[config.mk]
export PLATFORM = sky130hd
export DESIGN_NAME = sonar_on_chip
export DESIGN_NICKNAME = d
export VERILOG_FILES = /design/src/rtl/sonar_on_chip_pkg.sv /design/src/rtl/sonar_on_chip_cic.sv /design/src/rtl/sonar_on_chip.sv
export SDC_FILE = /design/constraint.sdc
export NUM_CORES = 2
export LEC_CHECK = 0
export CAP_MARGIN = 15
export CORE_MARGIN = 5
export CORE_UTILIZATION = 36
export CTS_BUF_LIST = sky130_fd_sc_hd__clkbuf_4
export CTS_CLUSTER_DIAMETER = 100
export DETAILED_ROUTE_END_ITERATION = 7
export DONT_BUFFER_PORTS = 1
export GPL_TIMING_DRIVEN = 0
export HOLD_SLACK_MARGIN = 0.12
export SKIP_LAST_GASP = 1
export SYNTH_ARGS = -nofsm -noshare
export SYNTH_HDL_FRONTEND = slang
export SYNTH_SLANG_ARGS = --single-unit
[constraint.sdc]
create_clock -name clk -period 15.1 [get_ports clk]
set_clock_uncertainty 0.1 [all_clocks]
set_input_delay 2.265 -clock clk [delete_from_list [all_inputs] [get_ports clk]]
set_output_delay 2.265 -clock clk [all_outputs]
set_load 0.01 [all_outputs]
[src/rtl/sonar_on_chip_pkg.sv]
// Shared constants, register map and saturation helpers for the sonar front end.
// Widths cover the PDM input, CIC accumulator, decimated PCM sample and FIR output.
package sonar_on_chip_pkg;

    localparam int unsigned PdmWidth  = 1;
    localparam int unsigned CicWidth  = 20;
    localparam int unsigned PcmWidth  = 12;
    localparam int unsigned FirWidth  = 16;
    localparam int unsigned CoefWidth = 16;
    localparam int unsigned AccWidth  = 34;
    localparam int unsigned CicOrder  = 3;
    localparam int unsigned FirFrac   = 15;

    typedef enum logic [2:0] {
        RegCtrl   = 3'd0,
        RegB0     = 3'd1,
        RegB1     = 3'd2,
        RegB2     = 3'd3,
        RegThresh = 3'd4,
        RegFirOut = 3'd5,
        RegPeak   = 3'd6,
        RegCicOut = 3'd7
    } reg_addr_e;

    localparam logic                 CtrlEnableReset = 1'b1;
    localparam logic [CoefWidth-1:0] B0Reset         = 16'h7FFF;
    localparam logic [CoefWidth-1:0] B1Reset         = 16'h0000;
    localparam logic [CoefWidth-1:0] B2Reset         = 16'h0000;
    localparam logic [FirWidth-1:0]  ThreshReset     = 16'h0100;

    function automatic logic signed [PcmWidth-1:0] sat_pcm(input logic signed [CicWidth-1:0] v);
        if (v > 20'sd2047) begin
            return 12'sh7FF;
        end else if (v < -20'sd2048) begin
            return 12'sh800;
        end
        return v[PcmWidth-1:0];
    endfunction

    function automatic logic signed [FirWidth-1:0] sat_fir(input logic signed [AccWidth-1:0] v);
        if (v > 34'sd32767) begin
            return 16'sh7FFF;
        end else if (v < -34'sd32768) begin
            return 16'sh8000;
        end
        return v[FirWidth-1:0];
    endfunction

endpackage

[src/rtl/sonar_on_chip_cic.sv]
// Third-order CIC decimator: integrators at the PDM rate, combs at the PCM rate,
// followed by an arithmetic shift and 12-bit saturation.
module cic_decimator
    import sonar_on_chip_pkg::*;
#(
    parameter int unsigned CicShift = 4
) (
    input  logic                       clk,
    input  logic                       rst,
    input  logic                       en_i,
    input  logic                       ce_pdm_i,
    input  logic                       ce_pcm_i,
    input  logic                       pdm_i,
    output logic signed [PcmWidth-1:0] pcm_o,
    output logic                       pcm_vld_o
);

    logic signed [CicWidth-1:0] integ_q    [CicOrder];
    logic signed [CicWidth-1:0] comb_dly_q [CicOrder];
    logic signed [CicWidth-1:0] comb_stage [CicOrder+1];
    logic signed [CicWidth-1:0] pdm_val;
    logic signed [CicWidth-1:0] shifted;
    logic signed [PcmWidth-1:0] pcm_q;
    logic                       pcm_vld_q;

    always_comb begin
        pdm_val       = pdm_i ? 20'sd1 : -20'sd1;
        // Comb chain reads registered integrator state, so a same-cycle ce_pdm
        // update is not seen until the next decimated sample.
        comb_stage[0] = integ_q[CicOrder-1];
        for (int i = 0; i < int'(CicOrder); i++) begin
            comb_stage[i+1] = comb_stage[i] - comb_dly_q[i];
        end
        shifted = comb_stage[CicOrder] >>> CicShift;
    end

    always_ff @(posedge clk) begin
        if (rst) begin
            for (int i = 0; i < int'(CicOrder); i++) begin
                integ_q[i]    <= '0;
                comb_dly_q[i] <= '0;
            end
            pcm_q     <= '0;
            pcm_vld_q <= 1'b0;
        end else begin
            pcm_vld_q <= 1'b0;
            if (en_i && ce_pdm_i) begin
                integ_q[0] <= integ_q[0] + pdm_val;
                for (int i = 1; i < int'(CicOrder); i++) begin
                    integ_q[i] <= integ_q[i] + integ_q[i-1];
                end
            end
            if (en_i && ce_pcm_i) begin
                for (int i = 0; i < int'(CicOrder); i++) begin
                    comb_dly_q[i] <= comb_stage[i];
                end
                pcm_q     <= sat_pcm(shifted);
                pcm_vld_q <= 1'b1;
            end
        end
    end

    assign pcm_o     = pcm_q;
    assign pcm_vld_o = pcm_vld_q;

endmodule

[src/rtl/sonar_on_chip.sv]
// Sonar front end: PDM -> CIC decimator -> 3-tap FIR -> peak hold and threshold
// detect, with a small register file on a single-cycle-ack bus.
module sonar_on_chip
    import sonar_on_chip_pkg::*;
#(
    parameter int unsigned CIC_SHIFT = 4
) (
    input  logic        clk,
    input  logic        rst,
    input  logic        valid_i,
    input  logic [31:0] adr_i,
    input  logic [15:0] dat_i,
    input  logic        strb_i,
    output logic        ack_o,
    output logic [15:0] dat_o,
    input  logic        ce_pdm,
    input  logic        ce_pcm,
    input  logic        pdm_data_i,
    input  logic        mclear,
    output logic        cmp
);

    logic                        enable_q;
    logic [CoefWidth-1:0]        b0_q, b1_q, b2_q;
    logic [FirWidth-1:0]         thresh_q;
    logic signed [PcmWidth-1:0]  cic_pcm;
    logic                        cic_vld;
    logic signed [PcmWidth-1:0]  x1_q, x2_q;
    logic signed [FirWidth-1:0]  fir_out_q;
    logic                        fir_vld_q;
    logic [FirWidth-1:0]         peak_q;
    logic                        cmp_q;
    logic                        ack_q;
    logic [15:0]                 dat_q;
    logic                        bus_req;
    reg_addr_e                   reg_addr;
    logic [15:0]                 rdata;
    logic signed [AccWidth-1:0]  acc;
    logic signed [FirWidth-1:0]  fir_next;
    logic [FirWidth-1:0]         fir_abs;
    logic                        unused_adr;

    assign unused_adr = ^{adr_i[31:5], adr_i[1:0]};

    cic_decimator #(
        .CicShift (CIC_SHIFT)
    ) u_cic (
        .clk       (clk),
        .rst       (rst),
        .en_i      (enable_q),
        .ce_pdm_i  (ce_pdm),
        .ce_pcm_i  (ce_pcm),
        .pdm_i     (pdm_data_i),
        .pcm_o     (cic_pcm),
        .pcm_vld_o (cic_vld)
    );

    // A request is accepted only when no ack is in flight, giving one ack per two cycles.
    assign bus_req  = valid_i && !ack_q;
    assign reg_addr = reg_addr_e'(adr_i[4:2]);

    always_comb begin
        acc = AccWidth'($signed(b0_q)) * AccWidth'(cic_pcm)
            + AccWidth'($signed(b1_q)) * AccWidth'(x1_q)
            + AccWidth'($signed(b2_q)) * AccWidth'(x2_q);
        fir_next = sat_fir(acc >>> FirFrac);
        if (fir_out_q == 16'sh8000) begin
            fir_abs = 16'h7FFF;
        end else if (fir_out_q[FirWidth-1]) begin
            fir_abs = FirWidth'(-fir_out_q);
        end else begin
            fir_abs = FirWidth'(fir_out_q);
        end
    end

    always_comb begin
        rdata = '0;
        unique case (reg_addr)
            RegCtrl:   rdata = {15'b0, enable_q};
            RegB0:     rdata = b0_q;
            RegB1:     rdata = b1_q;
            RegB2:     rdata = b2_q;
            RegThresh: rdata = thresh_q;
            RegFirOut: rdata = fir_out_q;
            RegPeak:   rdata = peak_q;
            RegCicOut: rdata = {{(16-PcmWidth){cic_pcm[PcmWidth-1]}}, cic_pcm};
            default:   rdata = '0;
        endcase
    end

    always_ff @(posedge clk) begin
        if (rst) begin
            ack_q    <= 1'b0;
            dat_q    <= '0;
            enable_q <= CtrlEnableReset;
            b0_q     <= B0Reset;
            b1_q     <= B1Reset;
            b2_q     <= B2Reset;
            thresh_q <= ThreshReset;
        end else begin
            ack_q <= bus_req;
            dat_q <= (bus_req && !strb_i) ? rdata : 16'h0000;
            if (bus_req && strb_i) begin
                case (reg_addr)
                    RegCtrl:   enable_q <= dat_i[0];
                    RegB0:     b0_q     <= dat_i;
                    RegB1:     b1_q     <= dat_i;
                    RegB2:     b2_q     <= dat_i;
                    RegThresh: thresh_q <= dat_i;
                    default:   ;
                endcase
            end
        end
    end

    always_ff @(posedge clk) begin
        if (rst) begin
            x1_q      <= '0;
            x2_q      <= '0;
            fir_out_q <= '0;
            fir_vld_q <= 1'b0;
            peak_q    <= '0;
            cmp_q     <= 1'b0;
        end else begin
            fir_vld_q <= 1'b0;
            if (enable_q && cic_vld) begin
                x1_q      <= cic_pcm;
                x2_q      <= x1_q;
                fir_out_q <= fir_next;
                fir_vld_q <= 1'b1;
            end
            if (mclear) begin
                peak_q <= '0;
                cmp_q  <= 1'b0;
            end else if (enable_q && fir_vld_q) begin
                if (fir_abs > peak_q) begin
                    peak_q <= fir_abs;
                end
                cmp_q <= (fir_abs > thresh_q);
            end
        end
    end

    assign ack_o = ack_q;
    assign dat_o = dat_q;
    assign cmp   = cmp_q;

endmodule

==> flow_summary_export.csv <==
group,metric,value,unit
route,vias,27760,
global_route,grt_use_total,18.86,%
synthesis,avgSynthCellArea,9.182,µm²
critical_path,cp_common_cell,"fa_1",
route,routed_wl,104300,µm
synthesis,yosys.area.top_type,"fa_1",
die,core,0.1036,mm²
sta,fin_crit_sh,60.05,%
synthesis,syn-num-nets,5078,
clock_tree,clockRootBuffer,"clkbuf_4",
clock_tree,cts.hold.buffers_added,0,
synthesis,ys_ff_latch,273,
critical_path,cp_max_fo,10,
cells_and_area,multiInputGateArea,0.02716,mm²
critical_path,critical_path_class,"register to register",
clock_tree,clk_pin_slew,0.07,ns
clock_tree,cts_tree,"built",
critical_path,cp-end-kind,"register",
critical_path,cp_top_family,"adder cells",
critical_path,critPathLaunchType,"register",
sta,relSlewSlack,31.67,%
synthesis,yosysMostFrequentCell,"inv_1",
critical_path,critPathMaxStageDelay,0.71,ns
sta,tightest_slew,1.025,ns
die,die_y,333.2,µm
clock_tree,cts_inserted_buffers,71,
die,core.rowCount,118,
route,routedWlPerCell,18.62,µm
clock_tree,cts_max_path_buffers,3,
route,viasPerCell,4.957,
die,ios,74,
synthesis,yosys-top-cells-area,"fa_1, edfxtp_1, ha_1",
synthesis,synth_area,0.03760,mm²
flow_run,maxCapViolations,0,
route,ant_nets,0,
global_route,grt_pass1_vias,28800,
clock_tree,cts.sinks,273,
global_route,grt_max_degree,61,
synthesis,yosys_warnings,0,
sta,slew_viol_final,0,
synthesis,ys.flop_type,"dfxtp_1",
die,die_w,333.2,µm
sta,rsz0062_at_grt,"false",
sta,fmax,0.1103,GHz
global_route,grt-ovfl-total,0,
outcome,status,"complete, no violations",
synthesis,netlist_instances,4095,
clock_tree,clk_latency,0.82,ns
critical_path,arrival,9.69,ns
sta,setup_violations,0,
cells_and_area,fin_nets,5152,
critical_path,cp.buffers_inverters,5,
cells_and_area,area_growth,7.085,%
synthesis,ys_async_sr_fraction,0,%
min_path,hp-class,"register to register",
synthesis,seq_area_frac_synth,17.73,%
synthesis,synth_top_area_share,34.82,%
clock_tree,ctsResizeCount,0,
clock_tree,post-cts-setup-buffers,0,
route,drc_errors,0,
placed_design,port_buffers,0,
cells_and_area,fillers,10510,
global_route,grt_pass1_wl,163800,µm
die,initial_core_util,36.28,%
sta,fin_crit,9.067,ns
sta,fin_setup_tns,0,ns
cells_and_area,drive_above_1_share,3.630,%
synthesis,netlist-cell-type-count,79,
global_route,antenna_found_initial,7,
cells_and_area,seqCellArea,0.006666,mm²
route,drtPass1Iterations,6,
critical_path,cp_slowest_cell,"clkbuf_1",
route,drt_iter0_markers,1946,
placed_design,routabilityCongestion,0.9348,
synthesis,synthTopCellsByCount,"inv_1, fa_1, nand2_1",
placed_design,dp_hpwl,87560,µm
die,die_area,0.1110,mm²
critical_path,worst_ep_required_time,15.72,ns
synthesis,synth_edf_count,120,
sta,hold_violations,0,
clock_tree,htreeDepth,3,
[final timing paths]
path         depth (start not counted)                          to                   startpoint  slack, ns
max reg2reg                         25  fir_out_q[13]$_SDFFE_PP0P_  u_cic.pcm_o[1]$_SDFFE_PP0P_       6.03
min reg2reg                          2    thresh_q[6]$_SDFFE_PP0P_     thresh_q[6]$_SDFFE_PP0P_       0.37
max                                 25  fir_out_q[13]$_SDFFE_PP0P_  u_cic.pcm_o[1]$_SDFFE_PP0P_       6.03
min                                  2    thresh_q[6]$_SDFFE_PP0P_     thresh_q[6]$_SDFFE_PP0P_       0.37
[layer usage]
metal  share of wire (%)  track usage (%)  vias up
li1                    -                -    12890
met3                 8.3            4.529      199
met2                  46            30.66      879
met5                   0                0        -
met4                 3.2            6.008        0
met1                  43            25.01    13790
[kinds of logic (layout without fill, tap and decap cells)]
| kind of cell | Yosys count | in the layout | share of synthesized area [%] |
|---|---|---|---|
| buf+inv | 1004 | 1124 | 10.05 |
| mux | 29 | 29 | 0.9417 |
| fa+ha+maj | 927 | 927 | 43.91 |
| other cells | 0 | 5 | 0 |
| simple gates | 1257 | 1257 | 16.04 |
| compound gates | 482 | 482 | 8.392 |
| xor+xnor | 123 | 123 | 2.945 |
| flops | 273 | 273 | 17.73 |
[metrics by stage]
stage	util (%)	cells	hold WS, ns	cell area (µm²)	setup slack, ns
CTS	38.84	5595	0.3679	40250	6.014
floorplan	-	4095	0.3363	37600	7.467
detailed placement	37.97	5476	0.3574	39350	6.054
global placement	37.94	5475	0.3504	39330	6.150
global route	38.84	5597	0.3926	40260	5.741
finish	38.85	5600	0.3668	40260	6.033
[layout make-up]
class	instances	share of cell area (%)
Buffer	176	1.663
Tap cell	1380	4.288
Inverter	828	7.719
Multi-Input combinational cell	2818	67.46
Antenna cell	5	0.03108
Timing Repair Buffer	1	0.04972
Clock buffer	92	1.715
Clock inverter	27	0.5127
Sequential cell	273	16.56
[flip-flops by register name (all words and copies together), names as in the netlist, 16 cells and up]
signal / cells
u_cic.comb_dly_q: 60
fir_out_q: 16
b2_q: 16
thresh_q: 16
u_cic.integ_q: 60
b1_q: 16
dat_o: 16
peak_q: 16
b0_q: 16
[layout by cell type (no fill, tap or decap), drive strengths merged, types with 6 or more instances in the layout]
cell	instances
clkinv	21
a221o	13
o211ai	6
or2	8
inv	830
nor3	40
nand2b	52
nor2	180
nor3b	7
a211o	20
o21a	20
or3	13
o21ai	63
dfxtp	153
edfxtp	120
mux2i	14
xor2	52
ha	273
a221oi	16
o31ai	14
clkbuf	256
nor2b	39
and3	18
nand4	12
mux2	11
a22oi	6
nand2	528
a31oi	14
a21o	41
nand3	34
a21oi	190
nor4	7
xnor2	70
a211oi	29
o21bai	8
fa	654
buf	13
and2	307
[worst reg2reg max path, delay by kind of cell (launching register included)]
| kind | cells | cell delay, ns |
|---|---|---|
| and+or+nand+nor | 2 | 0.25 |
| adders and majority gates | 9 | 4.30 |
| DFF | 1 | 0.32 |
| AOI/OAI and AO/OA | 9 | 2.54 |
| buffers and inverters | 5 | 1.45 |
Power is not shown: default switching activity piles up to over one toggle a cycle in this logic, so the estimate is an artifact.
